`src/rtl/cmp_pkg.sv`:
```
// cmp_pkg: compare-mode encodings shared by the comparator lanes and top.
package cmp_pkg;
    localparam logic [1:0] MODE_EQ = 2'b00;
    localparam logic [1:0] MODE_NE = 2'b01;
    localparam logic [1:0] MODE_LT = 2'b10;
    localparam logic [1:0] MODE_GT = 2'b11;
endpackage

```
`src/rtl/comparator_lane.sv`:
```
// comparator_lane: unsigned compare of one operand pair plus its saturating match counter.
module comparator_lane
    import cmp_pkg::*;
#(
    parameter int WIDTH = 3,
    parameter int CNT_W = 8
) (
    input  logic             clk,
    input  logic             reset_n,
    input  logic [1:0]       mode,
    input  logic [WIDTH-1:0] a,
    input  logic [WIDTH-1:0] b,
    input  logic             inc,
    input  logic             clr,
    output logic             y,
    output logic [CNT_W-1:0] cnt
);
    logic [CNT_W-1:0] cnt_d, cnt_q;

    always_comb begin
        y = (mode == MODE_EQ) ? (a == b) :
            (mode == MODE_NE) ? (a != b) :
            (mode == MODE_LT) ? (a < b) : (a > b);
        cnt_d = clr ? '0 : (inc && y && cnt_q != '1) ? cnt_q + 1'b1 : cnt_q;
    end

    always_ff @(posedge clk or negedge reset_n)
        if (!reset_n) cnt_q <= '0;
        else          cnt_q <= cnt_d;

    assign cnt = cnt_q;
endmodule

```
`src/rtl/multi_channel_comparator.sv`:
```
// multi_channel_comparator: CHANNELS parallel compare lanes behind a 1-deep valid/ready
// result register, with per-lane match counters and a sticky mismatch flag.
module multi_channel_comparator
    import cmp_pkg::*;
#(
    parameter int WIDTH    = 3,
    parameter int CHANNELS = 2,
    parameter int CNT_W    = 8
) (
    input  logic                      clk,
    input  logic                      reset_n,
    input  logic                      in_valid,
    output logic                      in_ready,
    input  logic [1:0]                mode,
    input  logic [CHANNELS*WIDTH-1:0] a,
    input  logic [CHANNELS*WIDTH-1:0] b,
    input  logic                      clr,
    output logic                      out_valid,
    input  logic                      out_ready,
    output logic [CHANNELS-1:0]       y,
    output logic                      all_true,
    output logic [CHANNELS*CNT_W-1:0] match_cnt,
    output logic                      mismatch_sticky
);
    logic [CHANNELS-1:0] y_c, y_d, y_q;
    logic                accept, out_valid_d, out_valid_q, all_true_d, all_true_q, sticky_d, sticky_q;

    assign in_ready = !out_valid_q || out_ready;
    assign accept   = in_valid && in_ready;

    for (genvar i = 0; i < CHANNELS; i++) begin : g_lane
        comparator_lane #(.WIDTH(WIDTH), .CNT_W(CNT_W)) u_lane (
            .clk    (clk),
            .reset_n(reset_n),
            .mode   (mode),
            .a      (a[i*WIDTH +: WIDTH]),
            .b      (b[i*WIDTH +: WIDTH]),
            .inc    (accept),
            .clr    (clr),
            .y      (y_c[i]),
            .cnt    (match_cnt[i*CNT_W +: CNT_W])
        );
    end

    always_comb begin
        y_d         = accept ? y_c : y_q;
        all_true_d  = accept ? &y_c : all_true_q;
        out_valid_d = accept || (out_valid_q && !out_ready);
        sticky_d    = clr ? 1'b0 : sticky_q || (accept && y_c != '1);
    end

    always_ff @(posedge clk or negedge reset_n)
        if (!reset_n) begin
            y_q         <= '0;
            all_true_q  <= 1'b0;
            out_valid_q <= 1'b0;
            sticky_q    <= 1'b0;
        end else begin
            y_q         <= y_d;
            all_true_q  <= all_true_d;
            out_valid_q <= out_valid_d;
            sticky_q    <= sticky_d;
        end

    assign y               = y_q;
    assign all_true        = all_true_q;
    assign out_valid       = out_valid_q;
    assign mismatch_sticky = sticky_q;
endmodule

```
`config.mk`:
```
export PLATFORM = sky130hd
export DESIGN_NAME = multi_channel_comparator
export DESIGN_NICKNAME = d
export VERILOG_FILES = /design/src/rtl/cmp_pkg.sv /design/src/rtl/comparator_lane.sv /design/src/rtl/multi_channel_comparator.sv
export SDC_FILE = /design/constraint.sdc
export NUM_CORES = 1
export LEC_CHECK = 0
export ABC_AREA = 1
export CORE_UTILIZATION = 53
export CTS_CLUSTER_DIAMETER = 30
export CTS_CLUSTER_SIZE = 10
export DETAILED_ROUTE_END_ITERATION = 8
export PLACE_DENSITY = 0.85
export SETUP_SLACK_MARGIN = 0.05
export SYNTH_ARGS = -nofsm -noshare
export SYNTH_HDL_FRONTEND = slang
export SYNTH_HIERARCHICAL = 1
export SYNTH_SLANG_ARGS = --single-unit
export TNS_END_PERCENT = 100
```
`constraint.sdc`:
```
create_clock -name clk -period 2.41 [get_ports clk]
set_input_delay 0.3615 -clock clk [delete_from_list [all_inputs] [get_ports clk]]
set_output_delay 0.3615 -clock clk [all_outputs]
set_load 0.02 [all_outputs]
```
Word-level counts from Yosys, hierarchy flattened
Index checks and enable logic that the tools add are counted.
{"block": "totals", "ram_bits": 0, "output_inout_bits": 22, "rom_bits": 0, "wordCells": 48, "latchBits": 0, "ff_bits": 21, "inputBits": 19, "n_memories": 0}
{"block": "classes", "n_bitwise": 0, "add_sub_neg": 2, "div": 0, "eq_ne": 9, "muxes": 11, "reduce_logical": 16, "shift": 0, "order_cmp": 4, "multipliers": 0}
{"op": "$mux W8", "count": 4}
{"op": "$add A8 B1 Y8 const B", "count": 2}
{"op": "$ne A8 B8 Y1 const B", "count": 2}
{"op": "$logic_and A1 B1 Y1", "count": 7}
{"op": "$mux W1", "count": 7}
{"op": "$eq A3 B3 Y1", "count": 2}
{"op": "$gt A3 B3 Y1", "count": 2}
{"op": "$lt A3 B3 Y1", "count": 2}
{"op": "$ne A3 B3 Y1", "count": 2}
{"op": "$reduce_bool A2 Y1", "count": 2}
{"op": "$logic_or A1 B1 Y1", "count": 3}
{"op": "$eq A2 B1 Y1 const B", "count": 1}
{"op": "$eq A2 B2 Y1 const B", "count": 1}
{"op": "$logic_not A1 Y1", "count": 2}
{"op": "$logic_not A2 Y1", "count": 1}
{"op": "$ne A2 B2 Y1 const B", "count": 1}
{"op": "$reduce_and A2 Y1", "count": 1}

Depth between registers and ports, before layout
Gate-level depths: netlist of run 1.
{"block": "depth", "ltp_word": 8, "mapped_depth": 12, "ltp_nobuf": 12}

Modules after synthesis
The synthesis of run 1 kept the hierarchy.
{"module": "comparator_lane", "area_each_um2": 708.2, "cells_per_inst": 91, "seq_area_each_um2": 200.2, "n_inst": 2}
{"module": "multi_channel_comparator", "area_each_um2": 214.0, "cells_per_inst": 23, "seq_area_each_um2": 125.1, "n_inst": 1}

Least setup slack after synthesis of run 1
OpenSTA, ideal clock, no wires.
{"block": "synth_timing", "path_type": "register to register", "startpoint": "register g_lane[0].u_lane.cnt_q[0]", "endpoint": "register g_lane[0].u_lane.cnt_q[2]", "slack_ns": 0.938, "synth_period_minus_slack_ns": 1.472, "path_stages_with_launch": 9, "setup_time_ns": 0.065, "n_path_buf": 0, "arrival_time_ns": 1.407, "required_time_ns": 2.345, "path_cell_list": "dfrtp_1 -> ha_1 -> nand2_4 -> nor2_4 -> a21boi_2 -> nand3_4 -> nand2_8 -> nand2_2 -> nand2_2"}
{"block": "synth_via", "elab_chain_len": 3, "word_cells_on_any_way": 6, "classes_between": "add/sub: 1; eq/ne: 1; mux: 2; reduce/logical: 2"}
{"element": "start, declared", "line_no": "comparator_lane.sv:18", "rtl": "logic [CNT_W-1:0] cnt_d, cnt_q;"}
{"element": "start signal, assigned", "line_no": "comparator_lane.sv:29", "rtl": "else cnt_q <= cnt_d;"}
{"element": "$add A8 B1 Y8 / $ne A8 B8 Y1 (equally long branches)", "line_no": "comparator_lane.sv:24", "rtl": "cnt_d = clr ? '0 : (inc && y && cnt_q != '1) ? cnt_q + 1'b1 : cnt_q;"}
{"element": "$mux W8 / $logic_and A1 B1 Y1 (equally long branches)", "line_no": "comparator_lane.sv:24"}
{"element": "$mux W8 / $reduce_bool A2 Y1 (equally long branches)"}
Several ways; a longest one is shown, not always the timed one. The select of a mux whose other input is x is not followed.
A chain may end at the register's enable or synchronous reset.

Final worst setup path of run 1
{"block": "layout_timing", "startpoint": "input port out_ready", "endpoint": "output port in_ready"}
{"block": "layout_via", "elab_chain_len": 1}
{"element": "start, declared", "line_no": "multi_channel_comparator.sv:19", "rtl": "input logic out_ready,"}
{"element": "$logic_or A1 B1 Y1", "line_no": "multi_channel_comparator.sv:28", "rtl": "assign in_ready = !out_valid_q || out_ready;"}
{"element": "end, declared", "line_no": "multi_channel_comparator.sv:13", "rtl": "output logic in_ready,"}
Every way passes these cells.

==> results.json, run 1 <==
{
  "status": "complete, but fails checks",
  "violations": "design-rule violations",
  "detail_route.vias_per_cell": 5.01,
  "r2r_slack_ps": 890,
  "place_area_sq_mm": 0.00206,
  "postCtsSetupBuffers": 0,
  "setup.worst_path.end_class": "output pin",
  "final_cell_mix": "clkdlybuf4s50_1, nand2_1, inv_1, nand3_1",
  "io_buffers": 40,
  "drtIter0Drc": 49,
  "htree_levels": 1,
  "cp_data_arrival_time_ps": 1550,
  "synthCells": 205,
  "hold_buffers": 0,
  "drc": 4,
  "rows": 19,
  "rr_startpoint": "g_lane[0].u_lane/cnt[0]$_DFFE_PN0P_",
  "ioPinCount": 41,
  "num_antenna_cells": 0,
  "startpoint_type": "input pin",
  "vias": 1403,
  "drtPass1Iterations": 6,
  "clk-insertion-delay-late_ps": 320,
  "grt_overflow": 0,
  "p_leak_nw": 1.02,
  "tightest_slew_ps": 510,
  "seq_area_frac_synth": 0.322,
  "clkTransAtPathRegs_ps": 120,
  "rsz0062_at_grt": "no",
  "tns_ps": 0,
  "finalCritPeriodShare": 0.794,
  "fmax_ghz": 0.523,
  "grt_pass1_wl_um": 5400,
  "cts_tree": "yes",
  "peakVddDrop_mv": 0.318,
  "wl_per_cell_um": 11.6,
  "layout_min_cycle_time_ps": 1910,
  "regToRegEndpoint": "g_lane[0].u_lane/cnt[6]$_DFFE_PN0P_",
  "numCtsBuffers": 3,
  "grt_max_degree": 22,
  "start_util": 0.576,
  "grt_pass1_vias": 1277,
  "hold_ws_ps": 368,
  "coreArea_sq_mm": 0.00283,
  "cp_max_fo": 4,
  "finalHoldViolations": 0,
  "gp_congestion": 0.826,
  "dpl_worst_slack_ps": 396,
  "worstSetupPathType": "in2out",
  "drv_slew": 0,
  "antenna_found_initial": 0,
  "worst_slack_ps": 496,
  "die_w_um": 57.5,
  "yosysUniqueCellTypes": 23,
  "design_area_sq_mm": 0.00209,
  "die_area_sq_mm": 0.00330,
  "layout-drive-gt1-share": 0.221,
  "nNetsFinal": 277,
  "required_ps": 2050,
  "grt_util_all_layers": 0.210,
  "hpwl_um": 2540,
  "slew_headroom": 0.659,
  "finalSetupViolCount": 0,
  "drv_cap": 0,
  "holdCritPathClass": "in2async",
  "cts_root_buffer": "clkbuf_4",
  "final_common_cell": "clkdlybuf4s50_1",
  "syn2layout_area_growth_pct": 28.1,
  "power_density_mw_per_mm2": 429,
  "ys_warn_count": 6,
  "routed_wirelength_um": 3260,
  "skew_ps": 4.00,
  "power_mw": 0.895,
  "die_h_um": 57.5,
  "detail-route-antenna-nets": 0,
  "ys_ff_latch": 21,
  "r2r_cells": 8,
  "cts_resized": 0,
  "fillers": 233,
  "clockBufferDepth": 2,
  "synth_fp_nets": 232,
  "syn_area_per_cell_sq_um": 7.95,
  "netlist_area_sq_mm": 0.00163,
  "clock-sinks": 21
}
[where the power goes]
part,total [mW],switching [mW],internal (mW)
sequential,0.409,0.0296,0.380
clock,0.182,0.117,0.0648
combinational,0.304,0.167,0.137
total,0.895,0.314,0.582
[flip-flops by register name, summed over array words and instances (netlist names)]
register and flops:
all_true 1, g_lane.u_lane/cnt 16, out_valid 1, mismatch_sticky 1
y 2
[worst max path at each step]
stage / slack, ps / depth (start not counted) / end / startpoint
final: 500 / 4 / in_ready / out_ready
after global routing: 450 / 4 / in_ready / out_ready
after CTS: 490 / 4 / in_ready / out_ready
after detailed placement: 400 / 12 / mismatch_sticky$_DFF_PN0_ / b[2]
after global placement: 430 / 12 / mismatch_sticky$_DFF_PN0_ / b[2]
after floorplan: 940 / 8 / g_lane[0].u_lane/cnt[2]$_DFFE_PN0P_ / g_lane[0].u_lane/cnt[0]$_DFFE_PN0P_
[synthesized netlist by cell type]
| library cell | count | area share |
|---|---|---|
| nor3b_1 | 2 | 0.0092 |
| nor2_4 | 2 | 0.014 |
| nand2_2 | 22 | 0.084 |
| buf_6 | 2 | 0.014 |
| o21ai_1 | 1 | 0.0031 |
| nor3_2 | 4 | 0.025 |
| inv_4 | 1 | 0.0038 |
| nor2_1 | 22 | 0.051 |
| nand3_1 | 25 | 0.077 |
| nand3_2 | 4 | 0.025 |
| nand3_4 | 2 | 0.021 |
| nand2_4 | 6 | 0.041 |
| inv_1 | 26 | 0.060 |
| xnor2_1 | 2 | 0.011 |
| a21boi_2 | 2 | 0.014 |
| nand2_8 | 2 | 0.025 |
| a21oi_1 | 1 | 0.0031 |
| ha_1 | 8 | 0.061 |
| dfrtp_1 | 21 | 0.32 |
| nand2_1 | 37 | 0.085 |
| inv_2 | 5 | 0.012 |
| xor2_1 | 6 | 0.032 |
| nand4_1 | 2 | 0.0077 |
[metrics by stage]
stage / util / std cells
floorplan: - / 205
global placement: 0.729 / 276
detailed placement: 0.729 / 276
CTS: 0.738 / 280
global route: 0.738 / 280
finish: 0.738 / 280
[routing by layer]
metal	global-route usage	vias up	wire, um
met5	0	-	0
met4	0.0836	0	49
met3	0.0227	5	205
met2	0.349	44	1520
met1	0.282	623	1480
li1	-	731	-
[cell families (layout without fill, tap and decap cells)]
family                   after synthesis  count (layout)  share of synthesized area
XOR/XNOR                               8               8                     0.0430
flip-flops                            21              21                      0.322
AND/OR/NAND/NOR                      130             130                      0.464
AO/OA/AOI/OAI                          4               4                     0.0199
buffers and inverters                 34              78                     0.0890
adder cells (fa/ha/maj)                8               8                     0.0614
[worst max-delay path, cell delays in order]
cell	delay, ps
clkdlybuf4s50_1	470
inv_2	40
nand2_4	70
clkdlybuf4s50_1	600
[final cells by class]
class	count	area, sq um	area share
multi-input cells	150	960	0.460
flip-flops and latches	21	526	0.252
repair buffers	42	415	0.199
inverters	32	123	0.0587
well taps	31	38.8	0.0186
clock buffers	4	26.3	0.0126
No activity file was read; power rests on OpenSTA's default activity.
==> inputs of run 2 (changes only) <==
--- a/config.mk
+++ b/config.mk
@@ -6,11 +6,11 @@
 export NUM_CORES = 1
 export LEC_CHECK = 0
 export ABC_AREA = 1
-export CORE_UTILIZATION = 53
+export CORE_UTILIZATION = 44
 export CTS_CLUSTER_DIAMETER = 30
 export CTS_CLUSTER_SIZE = 10
 export DETAILED_ROUTE_END_ITERATION = 8
-export PLACE_DENSITY = 0.85
+export PLACE_DENSITY = 0.76
 export SETUP_SLACK_MARGIN = 0.05
 export SYNTH_ARGS = -nofsm -noshare
 export SYNTH_HDL_FRONTEND = slang
==> constraint.sdc (replaced) <==
create_clock -name clk -period 1.7 [get_ports clk]
set_input_delay 0.255 -clock clk [delete_from_list [all_inputs] [get_ports clk]]
set_output_delay 0.255 -clock clk [all_outputs]
set_load 0.02 [all_outputs]
==> run 2 against run 1 <==
The run now ends clean. Critical path type is now in2reg. Register-to-register slack worse by 710 ps. Critical endpoint is now mismatch_sticky$_DFF_PN0_. Count of clock-buffer cells in the layout stayed put. Critical path depth grew 8.
==> results.json, run 2 (same netlist as run 1, synthesis figures left out) <==
{
  "status": "finished clean",
  "grt_pass1_vias": 1450,
  "r2r_slack_ps": 180,
  "finalNonFillerCells": 302,
  "ioPinCount": 41,
  "hold_buffers": 0,
  "clock-sinks": 21,
  "p_leak_nw": 1.15,
  "die_w_um": 62.9,
  "finalCritPeriodShare": 0.949,
  "clockBufferDepth": 2,
  "num_antenna_cells": 0,
  "skew_ps": 1.70,
  "antenna_found_initial": 0,
  "rr_startpoint": "g_lane[1].u_lane/cnt[0]$_DFFE_PN0P_",
  "seq_power_share": 0.419,
  "startpoint_type": "input pin",
  "holdCritPathClass": "in2async",
  "htree_levels": 1,
  "largest_register_ffs": 16,
  "grt_overflow": 0,
  "rsz0062_at_grt": "yes",
  "required_ps": 1830,
  "crit_chain": "clkdlybuf4s50_1 -> inv_1 -> ha_4 -> nand3_4 -> nand3_4 -> nand2_2 -> nand2_4 -> nand2_1 -> inv_1 -> nand2_2 -> nand3_2 -> a21oi_2",
  "routed_wirelength_um": 3710,
  "die_h_um": 62.9,
  "regToRegEndpoint": "g_lane[1].u_lane/cnt[1]$_DFFE_PN0P_",
  "slowest_delay_ps": 460,
  "layout-drive-gt1-share": 0.281,
  "worst_slack_ps": 87.4,
  "vias": 1450,
  "hpwl_um": 2660,
  "start_util": 0.474,
  "finalSetupViolCount": 0,
  "power_mw": 1.39,
  "gp_congestion": 0.834,
  "tightest_slew_ps": 428,
  "numCtsBuffers": 3,
  "rows": 21,
  "final_common_cell": "nand2_1",
  "drtIter0Drc": 34,
  "drtPass1Iterations": 4,
  "crit_start": "b[4]",
  "grt_util_all_layers": 0.199,
  "dpl_worst_slack_ps": -226,
  "drv_slew": 0,
  "clkTransAtPathRegs_ps": 70,
  "detail_route.vias_per_cell": 4.80,
  "p_comb_frac": 0.347,
  "drv_cap": 0,
  "die_area_sq_mm": 0.00395,
  "wl_per_cell_um": 12.3,
  "io_buffers": 40,
  "finalHoldViolations": 0,
  "grt_max_degree": 22,
  "p_sw_frac": 0.332,
  "fin_util": 0.663,
  "cp_max_fo": 3,
  "detail-route-antenna-nets": 0,
  "peakVddDrop_mv": 0.400,
  "coreArea_sq_mm": 0.00344,
  "cts_tree": "yes",
  "setup.worst_path.end_class": "register",
  "power_frac_clock": 0.234,
  "tns_ps": 0,
  "syn2layout_area_growth_pct": 40.0,
  "worst_path_max_delay_cell": "clkdlybuf4s50_1",
  "grt_pass1_wl_um": 6330,
  "fmax_ghz": 0.620,
  "clk-insertion-delay-late_ps": 260,
  "nNetsFinal": 284,
  "place_inst": 297,
  "power_switching_mw": 0.460,
  "r2r_cells": 8,
  "internal-power_mw": 0.927,
  "power_density_mw_per_mm2": 608,
  "final_cell_mix": "nand2_1, clkdlybuf4s50_1, inv_1, nand2_2, nand3_1",
  "cp_data_arrival_time_ps": 1740,
  "worstSetupPathType": "in2reg",
  "slew_headroom": 0.714,
  "layout_min_cycle_time_ps": 1610,
  "drc": 0,
  "cts_root_buffer": "clkbuf_8"
}
run 2: cell types whose count changed in the layout (fill, tap and decap cells not counted), moves of 2 or more:
cell and change:
ha_4 +4, ha_1 -4, dlymetal6s2s_1 +5, nand3_1 -2, clkbuf_4 -3, dlygate4sd2_1 +2
nand3_4 +3, clkbuf_8 +3, clkdlybuf4s50_1 -7, buf_4 +6
run 2: stage by stage:
stage / instance area (sq um) / hold WS [ps]
finish: 2280 / 331
global route: 2280 / 339
CTS: 2210 / 342
detailed placement: 2130 / 488
global placement: 2130 / 470
floorplan: 1630 / -40.6
run 2: cell type report:
type | instances | area [sq um]
Clock buffer | 4 | 45.0
Fill cell | 293 | 1160
Inverter | 32 | 123
Multi-Input combinational cell | 151 | 1060
Sequential cell | 21 | 526
Tap cell | 46 | 57.6
Timing Repair Buffer | 48 | 470
run 2: layer usage:
layer  share of wire  wire length [um]  vias up  track usage
li1                -                 -      746            -
met1            0.45              1660      659        0.254
met2            0.49              1810       40        0.327
met3           0.052               192        5       0.0383
met4           0.014                51        0       0.0785
met5               0                 0        -            0
run 2: worst max path at each step:
stage / slack [ps] / cells after the start / end
6_report: 90 / 12 / mismatch_sticky$_DFF_PN0_
5_1_grt: -0.9 / 12 / mismatch_sticky$_DFF_PN0_
4_1_cts: 60 / 1 / match_cnt[2]
3_5_place_dp: -230 / 12 / mismatch_sticky$_DFF_PN0_
3_3_place_gp: -200 / 12 / mismatch_sticky$_DFF_PN0_
2_1_floorplan: 230 / 8 / g_lane[0].u_lane/cnt[2]$_DFFE_PN0P_
run 2: worst max-delay path, delay by kind of cell:
kind / cells / cell delay, ps
adder cells (fa/ha/maj): 1 / 290
AO/OA/AOI/OAI: 1 / 60
buffers and inverters: 3 / 610
AND/OR/NAND/NOR: 7 / 530
run 2: repair_timing:
action,CTS,global route
setup buffers,0,0
pin swaps,1,5
resized for setup,5,15
gates cloned,0,1
setup endpoints to repair,3,13
run 2: power by group through the flow:
stage	Sequential, mW	Clock [mW]	Combinational [mW]
floorplan	0.633	0	0.212
global placement	0.589	0	0.438
detailed placement	0.590	0	0.446
CTS	0.581	0.338	0.458
global route	0.589	0.364	0.525
finish	0.581	0.324	0.482
